$ cat src/rtl/intra4x4_mode_decider.sv
// Intra 4x4 luma mode decision: evaluates one prediction mode per cycle, keeps the lowest SAD.
// Define INTRA4X4_DDL_EN to add diagonal-down-left as a fourth candidate mode.
module intra4x4_mode_decider #(
  parameter int PIX_W      = 8,
  parameter int DC_DEFAULT = 128
) (
  input  logic                    clk,
  input  logic                    reset,
  input  logic                    in_valid,
  output logic                    in_ready,
  input  logic [16*PIX_W-1:0]     mb_in,
  input  logic [8*PIX_W-1:0]      top_in,
  input  logic [5*PIX_W-1:0]      left_in,
  input  logic                    top_avail,
  input  logic                    top_right_avail,
  input  logic                    left_avail,
  output logic                    out_valid,
  input  logic                    out_ready,
  output logic [1:0]              best_mode,
  output logic [PIX_W+3:0]        best_sad,
  output logic [16*PIX_W-1:0]     pred_out,
  output logic [16*(PIX_W+1)-1:0] resid_out,
  output logic [1:0]              dbg_state
);
  localparam int SW = PIX_W + 4;
  localparam int RW = PIX_W + 1;
`ifdef INTRA4X4_DDL_EN
  localparam logic [1:0] LAST_IDX = 2'd3;
  localparam logic       DDL_ON   = 1'b1;
`else
  localparam logic [1:0] LAST_IDX = 2'd2;
  localparam logic       DDL_ON   = 1'b0;
`endif

  // Handshake: a transfer happens on a rising edge where valid && ready; ready is
  // high only in IDLE (input side), valid only in DONE (output side), never both.
  typedef enum logic [1:0] {S_IDLE = 2'd0, S_EVAL = 2'd1, S_DONE = 2'd2} state_t;

  state_t                 r_state;
  logic [1:0]             r_idx;
  logic [PIX_W-1:0]       r_mb [16];
  logic [PIX_W-1:0]       r_top [8];
  logic [PIX_W-1:0]       r_left [4];
  logic                   r_top_av, r_tr_av, r_left_av;
  logic [SW-1:0]          r_best_sad_run;
  logic [1:0]             r_best_mode_run;
  logic [PIX_W-1:0]       r_best_pred [16];
  logic                   r_out_valid;
  logic [1:0]             r_best_mode;
  logic [SW-1:0]          r_best_sad;
  logic [16*PIX_W-1:0]    r_pred_out;
  logic [16*RW-1:0]       r_resid_out;

  logic [PIX_W-1:0]       w_p [9];
  logic [PIX_W+2:0]       w_dc_sum;
  logic [PIX_W-1:0]       w_dc;
  logic [PIX_W+1:0]       w_ddl [16];
  logic [PIX_W-1:0]       w_pred [16];
  logic [PIX_W-1:0]       w_diff;
  logic [SW-1:0]          w_sad;
  logic                   w_legal, w_take;
  logic [PIX_W-1:0]       w_fin_pred [16];
  logic [1:0]             w_fin_mode;
  logic [SW-1:0]          w_fin_sad;
  logic [16*PIX_W-1:0]    w_pred_pk;
  logic [16*RW-1:0]       w_resid_pk;

  assign in_ready  = (r_state == S_IDLE);
  assign out_valid = r_out_valid;
  assign best_mode = r_best_mode;
  assign best_sad  = r_best_sad;
  assign pred_out  = r_pred_out;
  assign resid_out = r_resid_out;
  assign dbg_state = r_state;

  // p[8] duplicates p[7] so the (3,3) corner fits the general 3-tap filter.
  always_comb begin
    for (int i = 0; i < 8; i++) w_p[i] = (i >= 4 && !r_tr_av) ? r_top[3] : r_top[i];
    w_p[8] = w_p[7];
    for (int y = 0; y < 4; y++)
      for (int x = 0; x < 4; x++)
        w_ddl[4*y+x] = {2'b00, w_p[x+y]} + {1'b0, w_p[x+y+1], 1'b0}
                     + {2'b00, w_p[x+y+2]} + (PIX_W+2)'(2);
  end

  always_comb begin
    w_dc_sum = '0;
    w_dc     = PIX_W'(DC_DEFAULT);
    if (r_top_av && r_left_av) begin
      for (int i = 0; i < 4; i++)
        w_dc_sum = w_dc_sum + (PIX_W+3)'(r_top[i]) + (PIX_W+3)'(r_left[i]);
      w_dc_sum = w_dc_sum + (PIX_W+3)'(4);
      w_dc     = w_dc_sum[PIX_W+2:3];
    end else if (r_top_av) begin
      for (int i = 0; i < 4; i++) w_dc_sum = w_dc_sum + (PIX_W+3)'(r_top[i]);
      w_dc_sum = w_dc_sum + (PIX_W+3)'(2);
      w_dc     = w_dc_sum[PIX_W+1:2];
    end else if (r_left_av) begin
      for (int i = 0; i < 4; i++) w_dc_sum = w_dc_sum + (PIX_W+3)'(r_left[i]);
      w_dc_sum = w_dc_sum + (PIX_W+3)'(2);
      w_dc     = w_dc_sum[PIX_W+1:2];
    end
  end

  always_comb begin
    w_diff = '0;
    w_sad  = '0;
    for (int y = 0; y < 4; y++) begin
      for (int x = 0; x < 4; x++) begin
        case (r_idx)
          2'd0:    w_pred[4*y+x] = r_top[x];
          2'd1:    w_pred[4*y+x] = r_left[y];
          2'd2:    w_pred[4*y+x] = w_dc;
          default: w_pred[4*y+x] = w_ddl[4*y+x][PIX_W+1:2];
        endcase
      end
    end
    for (int i = 0; i < 16; i++) begin
      w_diff = (r_mb[i] >= w_pred[i]) ? (r_mb[i] - w_pred[i]) : (w_pred[i] - r_mb[i]);
      w_sad  = w_sad + SW'(w_diff);
    end
  end

  // Strict less-than keeps the earlier (lower-numbered) mode on ties.
  always_comb begin
    case (r_idx)
      2'd0:    w_legal = r_top_av;
      2'd1:    w_legal = r_left_av;
      2'd2:    w_legal = 1'b1;
      default: w_legal = DDL_ON && r_top_av;
    endcase
    w_take     = w_legal && (w_sad < r_best_sad_run);
    w_fin_mode = w_take ? r_idx : r_best_mode_run;
    w_fin_sad  = w_take ? w_sad : r_best_sad_run;
    w_pred_pk  = '0;
    w_resid_pk = '0;
    for (int i = 0; i < 16; i++) begin
      w_fin_pred[i] = w_take ? w_pred[i] : r_best_pred[i];
      w_pred_pk[i*PIX_W +: PIX_W] = w_fin_pred[i];
      w_resid_pk[i*RW +: RW]      = {1'b0, r_mb[i]} - {1'b0, w_fin_pred[i]};
    end
  end

  always_ff @(posedge clk) begin
    if (!reset) begin
      r_state         <= S_IDLE;
      r_idx           <= '0;
      r_top_av        <= 1'b0;
      r_tr_av         <= 1'b0;
      r_left_av       <= 1'b0;
      r_best_sad_run  <= '1;
      r_best_mode_run <= '0;
      for (int i = 0; i < 16; i++) begin
        r_mb[i]        <= '0;
        r_best_pred[i] <= '0;
      end
      for (int i = 0; i < 8; i++) r_top[i] <= '0;
      for (int i = 0; i < 4; i++) r_left[i] <= '0;
      r_out_valid <= 1'b0;
      r_best_mode <= '0;
      r_best_sad  <= '0;
      r_pred_out  <= '0;
      r_resid_out <= '0;
    end else begin
      case (r_state)
        S_IDLE: if (in_valid) begin
          for (int i = 0; i < 16; i++) r_mb[i] <= mb_in[i*PIX_W +: PIX_W];
          for (int i = 0; i < 8; i++) r_top[i] <= top_in[i*PIX_W +: PIX_W];
          for (int i = 0; i < 4; i++) r_left[i] <= left_in[(i+1)*PIX_W +: PIX_W];
          r_top_av        <= top_avail;
          r_tr_av         <= top_right_avail;
          r_left_av       <= left_avail;
          r_idx           <= '0;
          r_best_sad_run  <= '1;
          r_best_mode_run <= '0;
          r_state         <= S_EVAL;
        end
        S_EVAL: begin
          if (w_take) begin
            r_best_sad_run  <= w_sad;
            r_best_mode_run <= r_idx;
            for (int i = 0; i < 16; i++) r_best_pred[i] <= w_pred[i];
          end
          if (r_idx == LAST_IDX) begin
            r_best_mode <= w_fin_mode;
            r_best_sad  <= w_fin_sad;
            r_pred_out  <= w_pred_pk;
            r_resid_out <= w_resid_pk;
            r_out_valid <= 1'b1;
            r_state     <= S_DONE;
          end else begin
            r_idx <= r_idx + 2'd1;
          end
        end
        S_DONE: if (out_ready) begin
          r_out_valid <= 1'b0;
          r_state     <= S_IDLE;
        end
        default: r_state <= S_IDLE;
      endcase
    end
  end
endmodule

$ cat config.mk
export PLATFORM = sky130hd
export DESIGN_NAME = intra4x4_mode_decider
export DESIGN_NICKNAME = d
export VERILOG_FILES = /design/src/rtl/intra4x4_mode_decider.sv
export SDC_FILE = /design/constraint.sdc
export NUM_CORES = 2
export LEC_CHECK = 0
export CAP_MARGIN = 20
export CORE_MARGIN = 10
export CORE_UTILIZATION = 40
export DETAILED_ROUTE_END_ITERATION = 7
export DONT_BUFFER_PORTS = 1
export GPL_TIMING_DRIVEN = 0
export SYNTH_ARGS = -nofsm -noshare
export SYNTH_HDL_FRONTEND = slang
export SYNTH_SLANG_ARGS = --single-unit
export TNS_END_PERCENT = 1
$ cat constraint.sdc
create_clock -name clk -period 19 [get_ports clk]
set_clock_uncertainty 0.05 [all_clocks]
set_input_delay 2.85 -clock clk [delete_from_list [all_inputs] [get_ports clk]]
set_output_delay 2.85 -clock clk [all_outputs]
set_load 0.1 [all_outputs]
==> flow_metrics.tcl <==
set metrics [dict create \
    outcome "complete, no violations" \
    place_area_um2 53800 \
    crit_arrival_ns 18.97 \
    cpPeakStageDelay_ns 0.94 \
    ant_nets 0 \
    crit_type "register to register" \
    wirelength_um 232100 \
    start_util 0.4026 \
    r2r_slack_ns 0.64 \
    first_pass_iters 6 \
    layout.nets 6646 \
    cts_max_level 3 \
    clk_pin_slew_ns 0.06 \
    finalMaxSlewViolations 0 \
    hold_viol_final 0 \
    portBuffers 0 \
    dp.cells 7168 \
    grt_pass1_wl_um 317900 \
    drive_above_1_share 0.06607 \
    die_h_um 375.7 \
    worstHoldPathType "register to register" \
    worstPathRequired_ns 19.61 \
    clk_latency_ns 0.73 \
    dieArea_um2 141200 \
    cpMostUsedCell "fa_1" \
    cp_num_cells 58 \
    finalCritPeriodShare 0.9664 \
    path_max_fanout 10 \
    via_per_inst 5.868 \
    tightest_slew_ns 1.339 \
    synth_top_flop_cell "edfxtp_1" \
    clk_path_buf_depth 3 \
    root_buffer "clkbuf_16" \
    numCtsBuffers 82 \
    r2r_cells 58 \
    drt_iter0_markers 4783 \
    rsz0062_at_grt "false" \
    max-cap-violations 0 \
    instances_no_fill 7372 \
    cts_tree "yes" \
    async_flop_share 0 \
    worst_slack_ns 0.6392 \
    coreArea_um2 125700 \
    synth_cells 5444 \
    netlist_area_um2 50620 \
    slowest_stage "nor4_1" \
    route.detailed.drc 0 \
    gp_congestion 1.050 \
    crit_start "r_top[0][20]$_SDFFCE_PN0P_" \
    cp-start-kind "register" \
    place_ws_ns -0.6867 \
    die_w_um 375.7 \
    ios 529 \
    fp-row-count 130 \
    dp_hpwl_um 192300 \
    cpLargestDelayFamily "adder cells" \
    setup_viol 0 \
    gr-total-overflow 0 \
    worstReg2RegStart "r_top[0][20]$_SDFFCE_PN0P_" \
    synth_edf_count 352 \
    grt_max_degree 66 \
    min_period_ns 18.36 \
    syn_nets 6454 \
    worst_setup_path_end_kind "register" \
    routedWlPerCell_um 31.48 \
    crit_end "resid_out[34]$_SDFFE_PN0P_" \
    synthDistinctLibCells 86 \
    holdWs_ns 0.4214 \
    syn2layout_area_growth_pct 12.99 \
    clock_sinks 660 \
    grt_pass1_vias 41310 \
    antenna_found_initial 38 \
    slew_headroom 0.1075 \
    seq_area_frac_synth 0.3306 \
    vias 43260 \
    yosys_warnings 0 \
    final_cell_mix "inv_1 (589), ha_1 (503), nand2_1 (474)" \
    grt_use_total 0.3174 \
    max_freq_ghz 0.05446 \
    syn-mean-instance-area_um2 9.298 \
    worst_r2r_endpoint "resid_out[34]$_SDFFE_PN0P_" \
    mostFrequentLayoutCell "inv_1" \
    ys_ff_latch 660 \
    design_area_um2 57190 \
    worstPathBufferInverterCount 8 \
]
==> area by class of cell <==
class                      instances  area, um2
antenna                           16      40.04
buffer                           240      943.4
clock buffer                     115       2370
clock inverter                    39      407.9
fill                           12190      68540
inverter                         593       2226
multi-input combinational       3951      31010
sequential                       660      16740
tap                             1650       2064
timing repair buffer             108       1396
==> registers in the layout, summed over array words and instances (netlist names), 12 cells and up <==
name and cells:
best_sad 12, pred_out 128, r_best_pred 128, r_best_sad_run 12, r_left 32, r_mb 128, r_top 64, resid_out 144
==> how the worst min path moves through the flow <==
stage / to / slack (ns) / cells after the start / start
after floorplan: r_best_mode_run[0]$_SDFFE_PN0P_ / 0.40 / 2 / r_best_mode_run[0]$_SDFFE_PN0P_
after global placement: r_best_mode_run[1]$_SDFFE_PN0P_ / 0.41 / 2 / r_best_mode_run[1]$_SDFFE_PN0P_
after detailed placement: r_best_mode_run[0]$_SDFFE_PN0P_ / 0.41 / 2 / r_best_mode_run[0]$_SDFFE_PN0P_
after CTS: r_best_mode_run[0]$_SDFFE_PN0P_ / 0.42 / 2 / r_best_mode_run[0]$_SDFFE_PN0P_
after global routing: best_mode[0]$_SDFFE_PN0P_ / 0.46 / 2 / r_best_mode_run[0]$_SDFFE_PN0P_
final: r_best_mode_run[0]$_SDFFE_PN0P_ / 0.42 / 2 / r_best_mode_run[0]$_SDFFE_PN0P_
==> through the flow <==
step / TNS [ns] / util
after floorplan: 0 / -
after global placement: -559.82 / 0.4190
after detailed placement: -12.81 / 0.4279
after CTS: 0 / 0.4501
after global routing: 0 / 0.4547
final: 0 / 0.4549
==> per-layer routing <==
metal,GRT usage,vias to the layer above,part of all wire
met3,0.1162,497,0.12
li1,-,19260,-
met4,0.1463,32,0.054
met2,0.4783,2332,0.42
met5,0.008573,-,0.0016
met1,0.4014,21140,0.40
==> kinds of logic after synthesis <==
group | after synthesis | synth area share
AO/OA/AOI/OAI | 1246 | 0.1596
XOR/XNOR | 241 | 0.04170
adder cells (fa/ha/maj) | 775 | 0.2312
multiplexers | 171 | 0.03473
buffers and inverters | 833 | 0.06209
flip-flops | 660 | 0.3306
AND/OR/NAND/NOR | 1518 | 0.1400
==> repair_timing <==
item | CTS | global route
cloned | 0 | 0
resized for setup | 8 | 72
setup endpoints to repair | 57 | 100
pin swaps | 0 | 0
buffers inserted | 0 | 10
hold buffers | 0 | 0
==> cells in the mapped netlist (17+ instances only) <==
library cell / count / area share
inv_1: 589 / 0.044
mux2i_1: 134 / 0.026
nand4_1: 22 / 0.0027
nor2_1: 448 / 0.033
xor2_1: 98 / 0.017
edfxtp_1: 352 / 0.21
o22ai_1: 17 / 0.0021
a21o_1: 134 / 0.020
and2_1: 101 / 0.012
o21a_1: 64 / 0.0095
nand2b_1: 53 / 0.0066
o21bai_1: 27 / 0.0040
nor2b_1: 58 / 0.0072
ha_1: 503 / 0.12
a31o_2: 19 / 0.0033
o21ai_0: 218 / 0.022
nand2_1: 476 / 0.035
clkbuf_1: 228 / 0.017
mux2_2: 37 / 0.0082
a21oi_1: 362 / 0.036
a311oi_1: 17 / 0.0029
dfxtp_1: 308 / 0.12
or3_1: 22 / 0.0027
fa_1: 268 / 0.11
a31oi_1: 66 / 0.0082
and3_1: 172 / 0.021
a211oi_1: 128 / 0.019
xnor2_1: 143 / 0.025
nand3_1: 62 / 0.0061
o211ai_1: 37 / 0.0055
nor3_1: 61 / 0.0060
==> worst min-delay path, cell delays in order (launching register included) <==
cell and delay, ns:
dfxtp_1 0.31, nand3_1 0.06, a21oi_1 0.06
Power is left out: the tool's default activity adds up to more than one toggle a clock period on the data nets, which glitch-free logic cannot reach.
